`src/rtl/fir_pkg.sv`:
```
// Shared widths, limits and the controller state encoding for the FIR block.
package fir_pkg;

    localparam int unsigned DATA_W   = 16;
    localparam int unsigned ADDR_W   = 13;
    localparam int unsigned TAPS_MAX = 64;
    localparam int unsigned ACC_W    = 38;
    localparam int unsigned TAPS_W   = 7;

    typedef enum logic [2:0] {
        IDLE,
        MAC,
        DRAIN,
        WRITE,
        FIN
    } fir_state_t;

endpackage

```
`src/rtl/fir_if.sv`:
```
// Control, status and RAM-port bundle between the FIR controller and its surroundings.
interface fir_if #(
    parameter int unsigned ADDR_W = fir_pkg::ADDR_W,
    parameter int unsigned DATA_W = fir_pkg::DATA_W
);
    import fir_pkg::*;

    logic                start;
    logic [ADDR_W-1:0]   num_samples;
    logic [TAPS_W-1:0]   num_taps;
    logic                busy;
    logic                done;
    logic                sat;
    logic                sel_FSM_mux_wej;
    logic [ADDR_W-1:0]   probka_addr;
    logic [DATA_W-1:0]   probka;
    logic [ADDR_W-1:0]   wsp_addr;
    logic [DATA_W-1:0]   wsp;
    logic [ADDR_W-1:0]   wyj_addr;
    logic [DATA_W-1:0]   wyj_data;
    logic                wyj_wr;

    // Host / RAM side
    modport master (
        output start, num_samples, num_taps, probka, wsp,
        input  busy, done, sat, sel_FSM_mux_wej, probka_addr, wsp_addr,
               wyj_addr, wyj_data, wyj_wr
    );

    // Filter controller side
    modport slave (
        input  start, num_samples, num_taps, probka, wsp,
        output busy, done, sat, sel_FSM_mux_wej, probka_addr, wsp_addr,
               wyj_addr, wyj_data, wyj_wr
    );

endinterface

```
`src/rtl/fir_mac.sv`:
```
// Signed Q1.15 multiply-accumulate with round-half-up and 16-bit saturation.
module fir_mac #(
    parameter int unsigned DATA_W = fir_pkg::DATA_W,
    parameter int unsigned ACC_W  = fir_pkg::ACC_W
) (
    input  logic                     a_clk,
    input  logic                     a_rst,
    input  logic                     clr,
    input  logic                     en,
    input  logic signed [DATA_W-1:0] x,
    input  logic signed [DATA_W-1:0] h,
    output logic        [DATA_W-1:0] res,
    output logic                     ovf
);
    import fir_pkg::*;

    localparam logic signed [ACC_W-1:0] RND_BIAS = ACC_W'(1) << (DATA_W - 2);

    logic signed [2*DATA_W-1:0]   prod;
    logic signed [ACC_W-1:0]      acc;
    logic signed [ACC_W-1:0]      acc_next;
    logic signed [ACC_W-1:0]      rnd;
    logic        [ACC_W-DATA_W:0] top;

    // Product, next accumulator value, and the rounded/saturated view of it.
    always_comb begin
        prod     = x * h;
        acc_next = en ? acc + {{(ACC_W-2*DATA_W){prod[2*DATA_W-1]}}, prod} : acc;
        rnd      = $signed(acc_next + RND_BIAS) >>> (DATA_W - 1);
        top      = rnd[ACC_W-1:DATA_W-1];
        ovf      = !((&top) || !(|top));
        res      = rnd[DATA_W-1:0];
        if (ovf) begin
            res = rnd[ACC_W-1] ? {1'b1, {(DATA_W-1){1'b0}}} : {1'b0, {(DATA_W-1){1'b1}}};
        end
    end

    // Running sum for the output sample currently being computed.
    always_ff @(posedge a_clk) begin
        if (a_rst || clr) begin
            acc <= '0;
        end else if (en) begin
            acc <= acc_next;
        end
    end

endmodule

```
`src/rtl/fir_ctrl.sv`:
```
// Block FIR controller: walks n over the block and k over the taps, drives the
// input/coefficient RAM addresses and writes rounded results to the output RAM.
module fir_ctrl #(
    parameter int unsigned TAPS_MAX = fir_pkg::TAPS_MAX,
    parameter int unsigned ADDR_W   = fir_pkg::ADDR_W,
    parameter int unsigned DATA_W   = fir_pkg::DATA_W
) (
    input  logic a_clk,
    input  logic a_rst,
    fir_if.slave bus
);
    import fir_pkg::*;

    fir_state_t          state;
    logic [ADDR_W-1:0]   n_len;
    logic [ADDR_W-1:0]   n_cnt;
    logic [ADDR_W-1:0]   n_nxt;
    logic [TAPS_W-1:0]   t_len;
    logic [TAPS_W-1:0]   t_eff;
    logic [TAPS_W-1:0]   k_cnt;
    logic [TAPS_W-1:0]   k_nxt;
    logic                tap_live;
    logic                live_nxt;
    logic                mac_en;
    logic                ovf_q;
    logic                accept;
    logic                acc_clr;
    logic                k_last;
    logic                n_last;
    logic [DATA_W-1:0]   mac_res;
    logic                mac_ovf;

    // Tap/sample bookkeeping and the accumulator clear strobe.
    always_comb begin
        accept   = (state == IDLE) && bus.start;
        t_eff    = (bus.num_taps > TAPS_W'(TAPS_MAX)) ? TAPS_W'(TAPS_MAX) : bus.num_taps;
        k_nxt    = k_cnt + 1'b1;
        live_nxt = (ADDR_W'(k_nxt) <= n_cnt);
        k_last   = (k_cnt == t_len - 1'b1);
        n_last   = (n_cnt == n_len - 1'b1);
        n_nxt    = n_cnt + 1'b1;
        acc_clr  = accept || (state == WRITE);
    end

    fir_mac #(
        .DATA_W (DATA_W),
        .ACC_W  (ACC_W)
    ) u_mac (
        .a_clk (a_clk),
        .a_rst (a_rst),
        .clr   (acc_clr),
        .en    (mac_en),
        .x     (bus.probka),
        .h     (bus.wsp),
        .res   (mac_res),
        .ovf   (mac_ovf)
    );

    // Sequencer: addresses for tap k go out in MAC, their product is summed one
    // cycle later (mac_en), so DRAIN absorbs the last tap before WRITE.
    always_ff @(posedge a_clk) begin
        if (a_rst) begin
            state               <= IDLE;
            n_len               <= '0;
            n_cnt               <= '0;
            t_len               <= '0;
            k_cnt               <= '0;
            tap_live            <= 1'b0;
            mac_en              <= 1'b0;
            ovf_q               <= 1'b0;
            bus.busy            <= 1'b0;
            bus.sel_FSM_mux_wej <= 1'b0;
            bus.done            <= 1'b0;
            bus.sat             <= 1'b0;
            bus.probka_addr     <= '0;
            bus.wsp_addr        <= '0;
            bus.wyj_addr        <= '0;
            bus.wyj_data        <= '0;
            bus.wyj_wr          <= 1'b0;
        end else begin
            case (state)
                IDLE: begin
                    if (bus.start) begin
                        n_len           <= bus.num_samples;
                        t_len           <= t_eff;
                        n_cnt           <= '0;
                        k_cnt           <= '0;
                        tap_live        <= 1'b1;
                        bus.sat         <= 1'b0;
                        bus.probka_addr <= '0;
                        bus.wsp_addr    <= '0;
                        if (bus.num_samples == '0 || t_eff == '0) begin
                            state    <= FIN;
                            bus.done <= 1'b1;
                        end else begin
                            state               <= MAC;
                            bus.busy            <= 1'b1;
                            bus.sel_FSM_mux_wej <= 1'b1;
                        end
                    end
                end
                MAC: begin
                    mac_en <= tap_live;
                    if (k_last) begin
                        state <= DRAIN;
                    end else begin
                        k_cnt           <= k_nxt;
                        tap_live        <= live_nxt;
                        bus.wsp_addr    <= ADDR_W'(k_nxt);
                        bus.probka_addr <= live_nxt ? n_cnt - ADDR_W'(k_nxt) : '0;
                    end
                end
                DRAIN: begin
                    mac_en       <= 1'b0;
                    ovf_q        <= mac_ovf;
                    bus.wyj_wr   <= 1'b1;
                    bus.wyj_addr <= n_cnt;
                    bus.wyj_data <= mac_res;
                    state        <= WRITE;
                end
                WRITE: begin
                    bus.wyj_wr <= 1'b0;
                    if (ovf_q) begin
                        bus.sat <= 1'b1;
                    end
                    if (n_last) begin
                        state               <= FIN;
                        bus.busy            <= 1'b0;
                        bus.sel_FSM_mux_wej <= 1'b0;
                        bus.done            <= 1'b1;
                        bus.probka_addr     <= '0;
                        bus.wsp_addr        <= '0;
                    end else begin
                        n_cnt           <= n_nxt;
                        k_cnt           <= '0;
                        tap_live        <= 1'b1;
                        bus.probka_addr <= n_nxt;
                        bus.wsp_addr    <= '0;
                        state           <= MAC;
                    end
                end
                FIN: begin
                    bus.done <= 1'b0;
                    state    <= IDLE;
                end
                default: state <= IDLE;
            endcase
        end
    end

endmodule

```
`src/flat_wrapper.sv`:
```
// flat-port wrapper written by rule: the top's interface ports become plain ports
module fir_ctrl_flat import fir_pkg::*;
#(
    parameter int unsigned TAPS_MAX = fir_pkg::TAPS_MAX,
    parameter int unsigned ADDR_W   = fir_pkg::ADDR_W,
    parameter int unsigned DATA_W   = fir_pkg::DATA_W
)
  (a_clk, a_rst, bus_start, bus_num_samples, bus_num_taps, bus_probka, bus_wsp, bus_busy, bus_done, bus_sat, bus_sel_FSM_mux_wej, bus_probka_addr, bus_wsp_addr, bus_wyj_addr, bus_wyj_data, bus_wyj_wr);
  fir_if #(.ADDR_W(ADDR_W), .DATA_W(DATA_W)) bus_i ();
  input  logic a_clk;
  input  logic a_rst;
  input wire logic [$bits(bus_i.start)-1:0] bus_start;
  input wire logic [$bits(bus_i.num_samples)-1:0] bus_num_samples;
  input wire logic [$bits(bus_i.num_taps)-1:0] bus_num_taps;
  input wire logic [$bits(bus_i.probka)-1:0] bus_probka;
  input wire logic [$bits(bus_i.wsp)-1:0] bus_wsp;
  output wire logic [$bits(bus_i.busy)-1:0] bus_busy;
  output wire logic [$bits(bus_i.done)-1:0] bus_done;
  output wire logic [$bits(bus_i.sat)-1:0] bus_sat;
  output wire logic [$bits(bus_i.sel_FSM_mux_wej)-1:0] bus_sel_FSM_mux_wej;
  output wire logic [$bits(bus_i.probka_addr)-1:0] bus_probka_addr;
  output wire logic [$bits(bus_i.wsp_addr)-1:0] bus_wsp_addr;
  output wire logic [$bits(bus_i.wyj_addr)-1:0] bus_wyj_addr;
  output wire logic [$bits(bus_i.wyj_data)-1:0] bus_wyj_data;
  output wire logic [$bits(bus_i.wyj_wr)-1:0] bus_wyj_wr;
  assign bus_i.start = bus_start;
  assign bus_i.num_samples = bus_num_samples;
  assign bus_i.num_taps = bus_num_taps;
  assign bus_i.probka = bus_probka;
  assign bus_i.wsp = bus_wsp;
  assign bus_busy = bus_i.busy;
  assign bus_done = bus_i.done;
  assign bus_sat = bus_i.sat;
  assign bus_sel_FSM_mux_wej = bus_i.sel_FSM_mux_wej;
  assign bus_probka_addr = bus_i.probka_addr;
  assign bus_wsp_addr = bus_i.wsp_addr;
  assign bus_wyj_addr = bus_i.wyj_addr;
  assign bus_wyj_data = bus_i.wyj_data;
  assign bus_wyj_wr = bus_i.wyj_wr;
  fir_ctrl #(.TAPS_MAX(TAPS_MAX), .ADDR_W(ADDR_W), .DATA_W(DATA_W)) u_core (.a_clk(a_clk), .a_rst(a_rst), .bus(bus_i));
endmodule
```
`config.mk`:
```
export PLATFORM = sky130hd
export DESIGN_NAME = fir_ctrl_flat
export DESIGN_NICKNAME = d
export VERILOG_FILES = /design/src/rtl/fir_pkg.sv /design/src/rtl/fir_if.sv /design/src/rtl/fir_mac.sv /design/src/rtl/fir_ctrl.sv /design/src/flat_wrapper.sv
export SDC_FILE = /design/constraint.sdc
export NUM_CORES = 1
export LEC_CHECK = 0
export BUFFER_PORTS_ARGS = -buffer_cell sky130_fd_sc_hd__buf_2
export CORE_ASPECT_RATIO = 2
export CORE_UTILIZATION = 35
export CTS_CLUSTER_DIAMETER = 120
export DETAILED_ROUTE_END_ITERATION = 7
export SLEW_MARGIN = 20
export SYNTH_ARGS = -nofsm -noshare
export SYNTH_HDL_FRONTEND = slang
export SYNTH_SLANG_ARGS = --single-unit
```
`constraint.sdc`:
```
create_clock -name a_clk -period 14.3 [get_ports a_clk]
set_input_delay 0.715 -clock a_clk [delete_from_list [all_inputs] [get_ports a_clk]]
set_output_delay 0.715 -clock a_clk [all_outputs]
set_load 0.02 [all_outputs]
```
==> qor.yml <==
global_route:
  grt_remaining_overflow: 0
  grt_pass1_vias: 17400
  grt_antenna_before_repair: 2
  grt_usage_pct: 19.8
  grt_start_max_net_pins: 65
  grt_pass1_wl_mm: 87.5
die:
  initial_core_util_pct: 35.4
  die_x_um: 168
  dieArea_um2: 56100
  num_rows: 121
  die_h_um: 334
  io_pins: 115
  coreArea_um2: 54500
critical_path:
  endpoint: "u_core.bus.wyj_data[9]"
  crit_start: "bus_wsp[15]"
  r2r-end: "u_core.bus.probka_addr[7]"
  crit_required_ps: 14640
  rrSetupSlack_ps: 9350
  cp_slowest_stage_delay_ps: 570
  crit_fanout: 16
  slowest_stage: "fa_1"
  arrival_ps: 10690
  cp_common_cell: "fa_1"
  path_class: "in2reg"
  rr_startpoint: "u_core.k_cnt[0]"
  rr_worst_depth: 15
  endpoint_kind: "flop"
  critPathLaunchType: "primary input"
logic_synthesis:
  ys.flop_type: "dfxtp_1"
  synthCells: 2321
  async_flop_share_pct: 0
  ys_ff_latch: 137
  seq_area_frac_synth_pct: 14.2
  yosys.area.top_type: "fa_1"
  syn_area_um2: 19300
  yosysTopAreaCellShare_pct: 27.4
  ys.warnings.count: 0
  synth_edf_count: 0
  synth_cell_types: 88
  synth_area_per_cell_um2: 8.31
  synth_area_leaders: "fa_1 (27%), dfxtp_1 (14%), ha_1 (8.6%)"
clock_tree:
  clk_pin_slew_ps: 60
  cts_buffers: 17
  hold_buffers: 0
  cts_num_sinks: 137
  cts_setup_buffers: 0
  clk_latency_ps: 440
  tritoncts: "yes"
  htreeDepth: 4
  cts_root_buf: "clkbuf_16"
  clockBufferDepth: 2
  cts_resized: 0
route:
  route.vias.total: 16200
  dr.pass1.iters: 5
  routed_wl_mm: 53.3
  via_per_inst: 5.32
  drc: 0
  drt_iter0_drc: 779
  drtAntennaViolNets: 0
  wl_per_cell_um: 17.5
timing:
  period_needed_ps: 10350
  maxSlewViolCount: 0
  setup_viol: 0
  finalClockSkew_ps: 12.5
  fmax_mhz: 96.7
  relSlewSlack_pct: 34.0
  fin_crit_sh_pct: 72.3
  worst_pin_slew_ps: 988
  tns_ps: 0
  rsz0062_at_grt: "false"
  finalHoldViolations: 0
run_status:
  run_status: "completed"
placement:
  dp.cells: 3010
  hpwl_mm: 43.7
  port_buffers: 108
  gp_congestion: 0.920
finish:
  register_area_um2: 2740
  final_layout_size_suffix_gt1_share_pct: 8.37
  multi_input_comb_area_um2: 14900
  layout.cells.non_filler: 3041
  antenna_cells: 0
  fillCellCount: 5538
  finalNetCount: 2804
  syn_to_final_growth_pct: 8.55
worst_hold_path:
  hp-class: "reg2reg"
job:
  max_cap_violations: 0
## how the worst min path moves through the flow
stage | from | endpoint | slack [ps] | cells past startpoint
2_1_floorplan | u_core.tap_live | u_core.mac_en | 430 | 2
3_3_place_gp | u_core.bus.wsp_addr[6] | u_core.bus.wsp_addr[6] | 440 | 2
3_5_place_dp | u_core.bus.wsp_addr[5] | u_core.bus.wsp_addr[5] | 440 | 2
4_1_cts | u_core.tap_live | u_core.mac_en | 460 | 2
5_1_grt | u_core.bus.wsp_addr[6] | u_core.bus.wsp_addr[6] | 470 | 2
6_report | u_core.tap_live | u_core.mac_en | 450 | 2
## sequential cells by signal, summed over array words and instances (netlist names), 3 cells and up
signal,flops
u_core.t_len,7
u_core.u_mac.acc,38
u_core.bus.wsp_addr,7
u_core.k_cnt,7
u_core.bus.wyj_data,16
u_core.state,3
u_core.n_cnt,13
u_core.bus.wyj_addr,13
u_core.bus.probka_addr,13
u_core.n_len,13
## layout by cell type (no fill, tap or decap), types with 6 or more instances in the layout
| cell type | n |
|---|---|
| o21ai_0 | 59 |
| inv_1 | 332 |
| a21oi_1 | 152 |
| a21o_1 | 20 |
| fa_1 | 264 |
| nand4_1 | 10 |
| xnor2_1 | 74 |
| ha_1 | 132 |
| o21a_1 | 16 |
| mux2i_1 | 15 |
| a211oi_2 | 10 |
| o211ai_1 | 13 |
| and3_1 | 19 |
| nand3_1 | 38 |
| nand3b_1 | 18 |
| nand2b_1 | 25 |
| dfxtp_1 | 136 |
| or4_1 | 8 |
| a31oi_1 | 26 |
| conb_1 | 6 |
| nand2_1 | 246 |
| or3_1 | 18 |
| nor2_1 | 177 |
| o21bai_1 | 8 |
| nor4_1 | 17 |
| clkbuf_16 | 17 |
| buf_4 | 12 |
| buf_2 | 107 |
| a221oi_1 | 7 |
| xor2_1 | 31 |
| and2_1 | 132 |
| or2_2 | 9 |
| a211oi_1 | 26 |
| a22oi_1 | 8 |
| nor3_1 | 38 |
| a211o_1 | 6 |
| nor2b_1 | 27 |
## cells in the mapped netlist (13+ instances only)
cell and number:
inv_1 332, fa_1 264, nand2_1 247, nor2_1 178, a21oi_1 152, dfxtp_1 137
and2_1 132, ha_1 132, clkbuf_1 93, xnor2_1 74, o21ai_0 59, nand3_1 38
nor3_1 38, xor2_1 31, nor2b_1 27, a211oi_1 26, a31oi_1 26, nand2b_1 25
a21o_1 20, and3_1 19, nand3b_1 18, or3_1 18, nor4_1 17, o21a_1 16
mux2i_1 15, o211ai_1 13
## cells by family (layout without fill, tap and decap cells)
family | count (synthesis) | after routing | share of synthesized area [%]
simple gates | 810 | 810 | 21.1
buf+inv | 443 | 482 | 8.85
compound gates | 413 | 413 | 14.3
fa+ha+maj | 396 | 396 | 36.0
flops | 137 | 137 | 14.2
xor+xnor | 105 | 105 | 4.77
mux | 16 | 16 | 0.837
other cells | 1 | 6 | 0.0194
## layout make-up
| type | instances | share of cell area [%] |
|---|---|---|
| clock buffers | 18 | 2.10 |
| clock inverters | 13 | 0.801 |
| inverters | 332 | 5.95 |
| multi-input cells | 1746 | 71.0 |
| flip-flops and latches | 137 | 13.1 |
| well taps | 676 | 4.04 |
| repair buffers | 119 | 2.99 |
## worst max-delay path, delay by kind of cell
family / cells / cell delay [ps]
AO/OA/AOI/OAI: 12 / 2820
XOR/XNOR: 1 / 160
adder cells (fa/ha/maj): 8 / 3850
AND/OR/NAND/NOR: 9 / 2240
buffers and inverters: 4 / 580
multiplexers: 1 / 300
## stage by stage
stage	area [um^2]	hold slack, ps	util (%)	setup slack (ps)
finish	20900	452	38.4	3950
global placement	20300	443	37.3	3660
floorplan	19300	432	-	4670
global route	20900	468	38.4	3420
CTS	20900	457	38.4	4010
detailed placement	20300	443	37.3	3590
## layer usage
| layer | vias to the layer above | part of all wire (%) | global-route usage, % |
|---|---|---|---|
| li1 | 7626 | - | - |
| met1 | 7957 | 35 | 19.0 |
| met2 | 435 | 55 | 39.0 |
| met3 | 155 | 4.2 | 3.17 |
| met4 | 2 | 4.9 | 10.9 |
| met5 | - | 0.017 | 0 |
Power is not shown: default switching activity piles up to over one toggle a cycle in this logic, so the estimate is an artifact.
